## config.mk

```make
export PLATFORM = sky130hd
export DESIGN_NAME = pmu_key_loader
export DESIGN_NICKNAME = d
export VERILOG_FILES = /design/src/rtl/pmu_key_loader.sv
export SDC_FILE = /design/constraint.sdc
export NUM_CORES = 2
export LEC_CHECK = 0
export ABC_AREA = 1
export BUFFER_PORTS_ARGS = -buffer_cell sky130_fd_sc_hd__clkbuf_2
export CAP_MARGIN = 30
export CORE_MARGIN = 3
export CORE_UTILIZATION = 48
export CTS_BUF_LIST = sky130_fd_sc_hd__clkbuf_2 sky130_fd_sc_hd__clkbuf_4 sky130_fd_sc_hd__clkbuf_8
export CTS_CLUSTER_DIAMETER = 40
export DETAILED_ROUTE_END_ITERATION = 8
export SLEW_MARGIN = 20
export SYNTH_ARGS = -nofsm -noshare
export SYNTH_HDL_FRONTEND = slang
export SYNTH_SLANG_ARGS = --single-unit
```

## constraint.sdc

```tcl
create_clock -name clk -period 3.85 [get_ports clk]
set_clock_uncertainty 0.1 [all_clocks]
set_input_delay 0.5775 -clock clk [delete_from_list [all_inputs] [get_ports clk]]
set_output_delay 0.5775 -clock clk [all_outputs]
set_load 0.005 [all_outputs]
```

## src/rtl/pmu_key_loader.sv

```systemverilog
// rtl/pmu_key_loader.sv - serial multi-slot key loader: header decode, key staging, atomic slot commit
module pmu_key_loader #(
  parameter int          HEADER_WIDTH  = 32,
  parameter int          MAX_KEY_WIDTH = 256,
  parameter int          NUM_SLOTS     = 4,
  parameter logic [15:0] MAGIC         = 16'hA5C3,
  localparam int         SEL_W         = (NUM_SLOTS > 1) ? $clog2(NUM_SLOTS) : 1
) (
  input  logic                     clk,
  input  logic                     rst_n,
  input  logic                     data_i,
  input  logic                     en,
  input  logic [SEL_W-1:0]         key_sel_i,
  output logic [MAX_KEY_WIDTH-1:0] key_o,
  output logic [1:0]               key_len_o,
  output logic [NUM_SLOTS-1:0]     key_valid_o,
  output logic                     pwr_up_en,
  output logic                     busy_o,
  output logic                     done_o,
  output logic                     err_o,
  output logic [1:0]               err_code_o,
  output logic                     tdo
);

  localparam int CNT_W = $clog2(MAX_KEY_WIDTH) + 1;
  localparam int HDR_KEEP = 26;

  typedef enum logic [2:0] {S_IDLE, S_ARM, S_HEADER, S_KEY, S_COMMIT, S_DONE, S_ERR} state_t;

  state_t                   state;
  logic [CNT_W-1:0]         cnt;
  logic [HDR_KEEP-1:0]      hdr;
  logic [MAX_KEY_WIDTH-1:0] staging;
  logic [7:0]               slot_q;
  logic [1:0]               code_q;
  logic [MAX_KEY_WIDTH-1:0] slots [NUM_SLOTS];
  logic [1:0]               lens  [NUM_SLOTS];
  logic [NUM_SLOTS-1:0]     valid;

  logic hdr_last, key_last, magic_ok, slot_ok;

  // Reserved header bits [31:26] (including the final bit) never affect decode, so only 26 are kept.
  assign hdr_last = (cnt == CNT_W'(HEADER_WIDTH - 1));
  assign magic_ok = (hdr[15:0] == MAGIC);
  assign slot_ok  = ({1'b0, hdr[23:16]} < 9'(NUM_SLOTS));

  always_comb begin
    key_last = 1'b0;
    case (code_q)
      2'd0:    key_last = (cnt == CNT_W'(127));
      2'd1:    key_last = (cnt == CNT_W'(191));
      default: key_last = (cnt == CNT_W'(255));
    endcase
  end

  assign key_valid_o = valid;
  assign busy_o = (state == S_ARM) || (state == S_HEADER) || (state == S_KEY) || (state == S_COMMIT);

  always_comb begin
    key_o     = '0;
    key_len_o = '0;
    for (int i = 0; i < NUM_SLOTS; i++) begin
      if (key_sel_i == SEL_W'(i)) begin
        key_o     = slots[i];
        key_len_o = lens[i];
      end
    end
  end

  always_ff @(posedge clk or negedge rst_n) begin
    if (!rst_n) begin
      state      <= S_IDLE;
      cnt        <= '0;
      hdr        <= '0;
      staging    <= '0;
      slot_q     <= '0;
      code_q     <= '0;
      valid      <= '0;
      pwr_up_en  <= 1'b0;
      done_o     <= 1'b0;
      err_o      <= 1'b0;
      err_code_o <= 2'd0;
      tdo        <= 1'b0;
      for (int i = 0; i < NUM_SLOTS; i++) begin
        slots[i] <= '0;
        lens[i]  <= '0;
      end
    end else begin
      done_o    <= 1'b0;
      err_o     <= 1'b0;
      tdo       <= en & data_i;
      pwr_up_en <= valid[0];
      case (state)
        S_IDLE: begin
          if (en) begin
            state   <= S_ARM;
            cnt     <= '0;
            hdr     <= '0;
            staging <= '0;
          end
        end
        S_ARM, S_HEADER: begin
          if (!en) begin
            state      <= S_IDLE;
            err_o      <= 1'b1;
            err_code_o <= 2'd3;
          end else if (state == S_ARM) begin
            hdr   <= HDR_KEEP'(data_i);
            cnt   <= CNT_W'(1);
            state <= S_HEADER;
          end else begin
            if (cnt < CNT_W'(HDR_KEEP))
              hdr <= hdr | (HDR_KEEP'(data_i) << cnt[4:0]);
            cnt <= cnt + 1'b1;
            if (hdr_last) begin
              if (!magic_ok) begin
                state      <= S_ERR;
                err_o      <= 1'b1;
                err_code_o <= 2'd1;
              end else if (!slot_ok) begin
                state      <= S_ERR;
                err_o      <= 1'b1;
                err_code_o <= 2'd2;
              end else begin
                slot_q <= hdr[23:16];
                code_q <= hdr[25:24];
                cnt    <= '0;
                state  <= (hdr[25:24] == 2'd3) ? S_COMMIT : S_KEY;
              end
            end
          end
        end
        S_KEY: begin
          if (!en) begin
            state      <= S_IDLE;
            err_o      <= 1'b1;
            err_code_o <= 2'd3;
          end else begin
            staging[cnt[CNT_W-2:0]] <= data_i;
            cnt <= cnt + 1'b1;
            if (key_last) state <= S_COMMIT;
          end
        end
        S_COMMIT: begin
          // Whole-slot write in one cycle; a dropped en here cannot leave a partial key.
          for (int i = 0; i < NUM_SLOTS; i++) begin
            if (slot_q == 8'(i)) begin
              if (code_q == 2'd3) begin
                slots[i] <= '0;
                lens[i]  <= '0;
                valid[i] <= 1'b0;
              end else begin
                slots[i] <= staging;
                lens[i]  <= code_q;
                valid[i] <= 1'b1;
              end
            end
          end
          done_o <= 1'b1;
          state  <= S_DONE;
        end
        S_DONE, S_ERR: begin
          if (!en) state <= S_IDLE;
        end
        default: state <= S_IDLE;
      endcase
    end
  end

endmodule

```

==> Implementation_results.wiki <==
{| class="wikitable"
! Metric !! Value
|-
| Clock insertion delay at the later pin of the skew report || 0.92 ns
|-
| Crit. End Element || primary output
|-
| Worst reg2reg startpoint || state[1]
|-
| Critical path cell sequence || nand2_2, nor2_4, inv_2, buf_4, nand4_1, clkbuf_2
|-
| Worst Path Arrival || 2.70 ns
|-
| Cell area after placement || 62200 sq um
|-
| Number of buffers created by CTS || 234
|-
| Core outline area || 122000 sq um
|-
| Final setup violating endpoints || 0
|-
| Number of maximum-capacitance constraint violations || 0
|-
| Clock tree from TritonCTS || yes
|-
| Launch instance of the worst min-delay path || data_i
|-
| Cell count after placement || 8342
|-
| Via count of the first global-routing pass || 47600
|-
| Sequential power share || 45.0%
|-
| WL/cell || 20.9 um
|-
| Warnings from Yosys || 0
|-
| Post-CTS Setup Inserts || 0
|-
| Maximum clock rate || 296 MHz
|-
| Post-cts repair resize count || 0
|-
| Final core occ || 55.3%
|-
| Drc violations || 0
|-
| Final std cells w/o fill || 8771
|-
| Filler Cell Count || 11300
|-
| Layout overhead on the synthesized area || 13.9%
|-
| Antenna-violating nets left || 0
|-
| Remaining global-route overflow || 0
|-
| Part of the total power dissipated in the clock network || 45.2%
|-
| Setup repair after global routing missed its margin || no
|-
| Final layout net count || 6970
|-
| Share of cells above drive strength 1 || 13.7%
|-
| Classification of the worst-slack hold path || in -> reg
|-
| Cell family contributing the most delay on the critical path || buffers and inverters
|-
| Placement row count || 128
|-
| Sequential share of the synthesized area || 56.8%
|-
| Clock-pin slew on the worst setup and hold paths || 0.06 ns
|-
| Cell internal power dissipation || 23.3 mW
|-
| Area of all placed cells without fillers || 67600 sq um
|-
| Via/cell ratio || 5.67
|-
| Area used by multi-input combinational logic || 22900 sq um
|-
| Required time of the worst setup path || 3.17 ns
|-
| Unique cell type count in the Yosys netlist || 31
|-
| Slowest cell on the critical path || dfrtp_1
|-
| Number of nets in the synthesized netlist || 6888
|-
| Number of buffer cells added on primary ports || 274
|-
| Drt first pass iters || 6
|-
| Weighted congestion at the end of routability-driven global placement || 0.901
|-
| Via count of the routed design || 49700
|-
| Mapped Avg Cell Area || 8.62 sq um
|-
| Number of pins with negative max-slew slack in the final report || 0
|-
| Clock period minus final worst setup slack || 3.38 ns
|-
| Number of hold violations in the final report || 0
|-
| Power density over the cells || 471 nW/um^2
|-
| Biggest cell delay along the critical path || 0.51 ns
|-
| Starting density of the core || 48.5%
|-
| Hold Buf Count CTS || 3
|-
| Cells after synthesis || 6878
|-
| Clock Tree Root || clkbuf_8
|-
| Total negative slack || 0 ns
|-
| Yosys reg bits || 1346
|-
| Global-route wire length before repair || 287 mm
|-
| Logic pwr share || 9.8%
|-
| Leakage power || 29.7 nW
|-
| Horizontal die dimension || 357 um
|-
| Full die area || 128000 sq um
|-
| Area taken by flip-flops and latches || 33700 sq um
|-
| WS Path Type || reg -> out
|-
| Tcrit/Tclk final || 87.8%
|-
| I/O pin cnt || 275
|-
| Worst IR drop on VDD || 0.359 mV
|-
| Number of antenna violations at the first check in global routing || 6
|-
| Maximum level of the CTS H-tree || 4
|-
| Crit start category || flop
|-
| Relative max-transition margin || 32.6%
|-
| Final HPWL from detailed placement || 107 mm
|-
| Number of buffer and inverter instances along the worst setup path || 3
|-
| CTS Sinks || 1346
|-
| Mapped Area || 59300 sq um
|-
| Origin of the worst setup path || state[1]
|-
| Status || completed
|-
| Combined global-route utilization of all metal layers || 28.8%
|-
| Maximum clock path buffer count || 3
|-
| Worst slew pin tran || 1.01 ns
|-
| Pin count of the biggest net entering global routing || 209
|-
| Net Sw Frac || 26.6%
|-
| Overall die height || 357 um
|-
| Worst-path maximum fanout || 36
|-
| Final routed wirelength across all metal layers || 183 mm
|-
| Count of routing violations after the opening detailed-route iteration || 4919
|-
| Switching power of the nets || 8.45 mW
|}
## layer usage
metal	global-route usage (%)	part of all wire, %	up-vias
li1	-	-	23300
met5	0	0.018	-
met1	41.5	45	24500
met4	9.03	2.8	4
met2	44.1	45	1642
met3	5.48	6.6	308
## cell families (layout without fill, tap and decap cells)
logic type | count (synthesis) | count (layout) | share of synthesized area [%]
AND/OR/NAND/NOR | 2977 | 2977 | 20.0
AO/OA/AOI/OAI | 1847 | 1847 | 18.2
flip-flops | 1346 | 1346 | 56.8
buffers and inverters | 697 | 963 | 4.72
XOR/XNOR | 7 | 7 | 0.103
adder cells (fa/ha/maj) | 4 | 4 | 0.0844
other | 0 | 2 | 0
## cell usage after synthesis (all sizes together)
library cell,instances,area share [%]
clkinv,4,0.025
nand2,2374,15
nor2,253,1.7
inv,114,0.72
o2111ai,3,0.044
nor4,3,0.032
o211ai,2,0.025
o21a,1,0.013
nand3,171,1.4
nor3,6,0.051
a21oi,144,1.2
xor2,7,0.10
a221oi,115,1.7
dfrtp,1346,57
buf,86,0.85
clkbuf,493,3.1
nand4,170,1.8
o31ai,236,3.8
o22ai,19,0.20
ha,4,0.084
o21ai,1326,11
a31oi,1,0.011
## cells in the final DEF, fill, tap and decap left out, types with 6 or more instances in the layout
| master | count |
|---|---|
| a21oi_1 | 144 |
| o22ai_1 | 19 |
| xor2_1 | 7 |
| inv_2 | 8 |
| clkinv_2 | 14 |
| o31ai_2 | 100 |
| clkbuf_4 | 84 |
| clkbuf_8 | 294 |
| o21ai_0 | 1325 |
| nand2_1 | 2358 |
| nand4_1 | 170 |
| o31ai_1 | 136 |
| clkinvlp_4 | 9 |
| nor2_1 | 241 |
| buf_8 | 6 |
| nor3_1 | 6 |
| nand3_1 | 171 |
| buf_4 | 91 |
| inv_1 | 102 |
| nand2_2 | 9 |
| clkbuf_2 | 272 |
| nor2_2 | 7 |
| a221oi_1 | 115 |
| bufinv_16 | 11 |
| dfrtp_1 | 1346 |
| buf_12 | 53 |
## sequential cells by signal, indices dropped and copies added (netlist names), 2 cells and up
register / count
slot_q: 8
code_q: 2
err_code_o: 2
cnt: 9
state: 3
key_valid_o: 4
hdr: 26
slots: 1024
staging: 256
lens: 8
## path summary, 6_finish.rpt
check / end / slack (ns) / cells past startpoint
worst max register to register: slots[1019] / 0.92 / 6
worst min register to register: pwr_up_en / 0.36 / 0
worst max-delay path: busy_o / 0.47 / 6
max in group asynchronous: slot_q[3] / 2.35 / 3
worst min-delay path: hdr[0] / 0.12 / 5
min in group asynchronous: slots[199] / 0.19 / 2
## tightest hold or removal path: stages
cell and delay, ns:
clkbuf_2 0.17, inv_1 0.14, o21ai_0 0.11, nand2_1 0.06
nand2_1 0.04
## layout make-up
type                    count  share of cell area [%]
clock inverters            42                   0.826
flip-flops and latches   1346                    49.9
clock buffers             378                    6.92
repair buffers            425                    4.77
inverters                 118                   0.682
well taps                1625                    3.01
diodes                      2                 0.00741
multi-input cells        4835                    33.9
## power groups by stage
stage               clock [mW]  combinational [mW]  sequential (mW)
global route              15.3                3.48             14.3
global placement             0                3.09             14.5
floorplan                    0                1.86             14.5
CTS                       14.7                3.14             14.3
detailed placement           0                3.12             14.5
finish                    14.4                3.13             14.3
## metrics by stage
step	hold slack (ns)	setup WS (ns)	power (mW)
global route	0.0833	0.317	33.1
floorplan	0.182	1.35	16.4
CTS	0.00649	0.375	32.1
global placement	0.342	0.825	17.6
finish	0.118	0.472	31.8
detailed placement	0.346	0.827	17.7
Power figures use the tool's default switching activity.
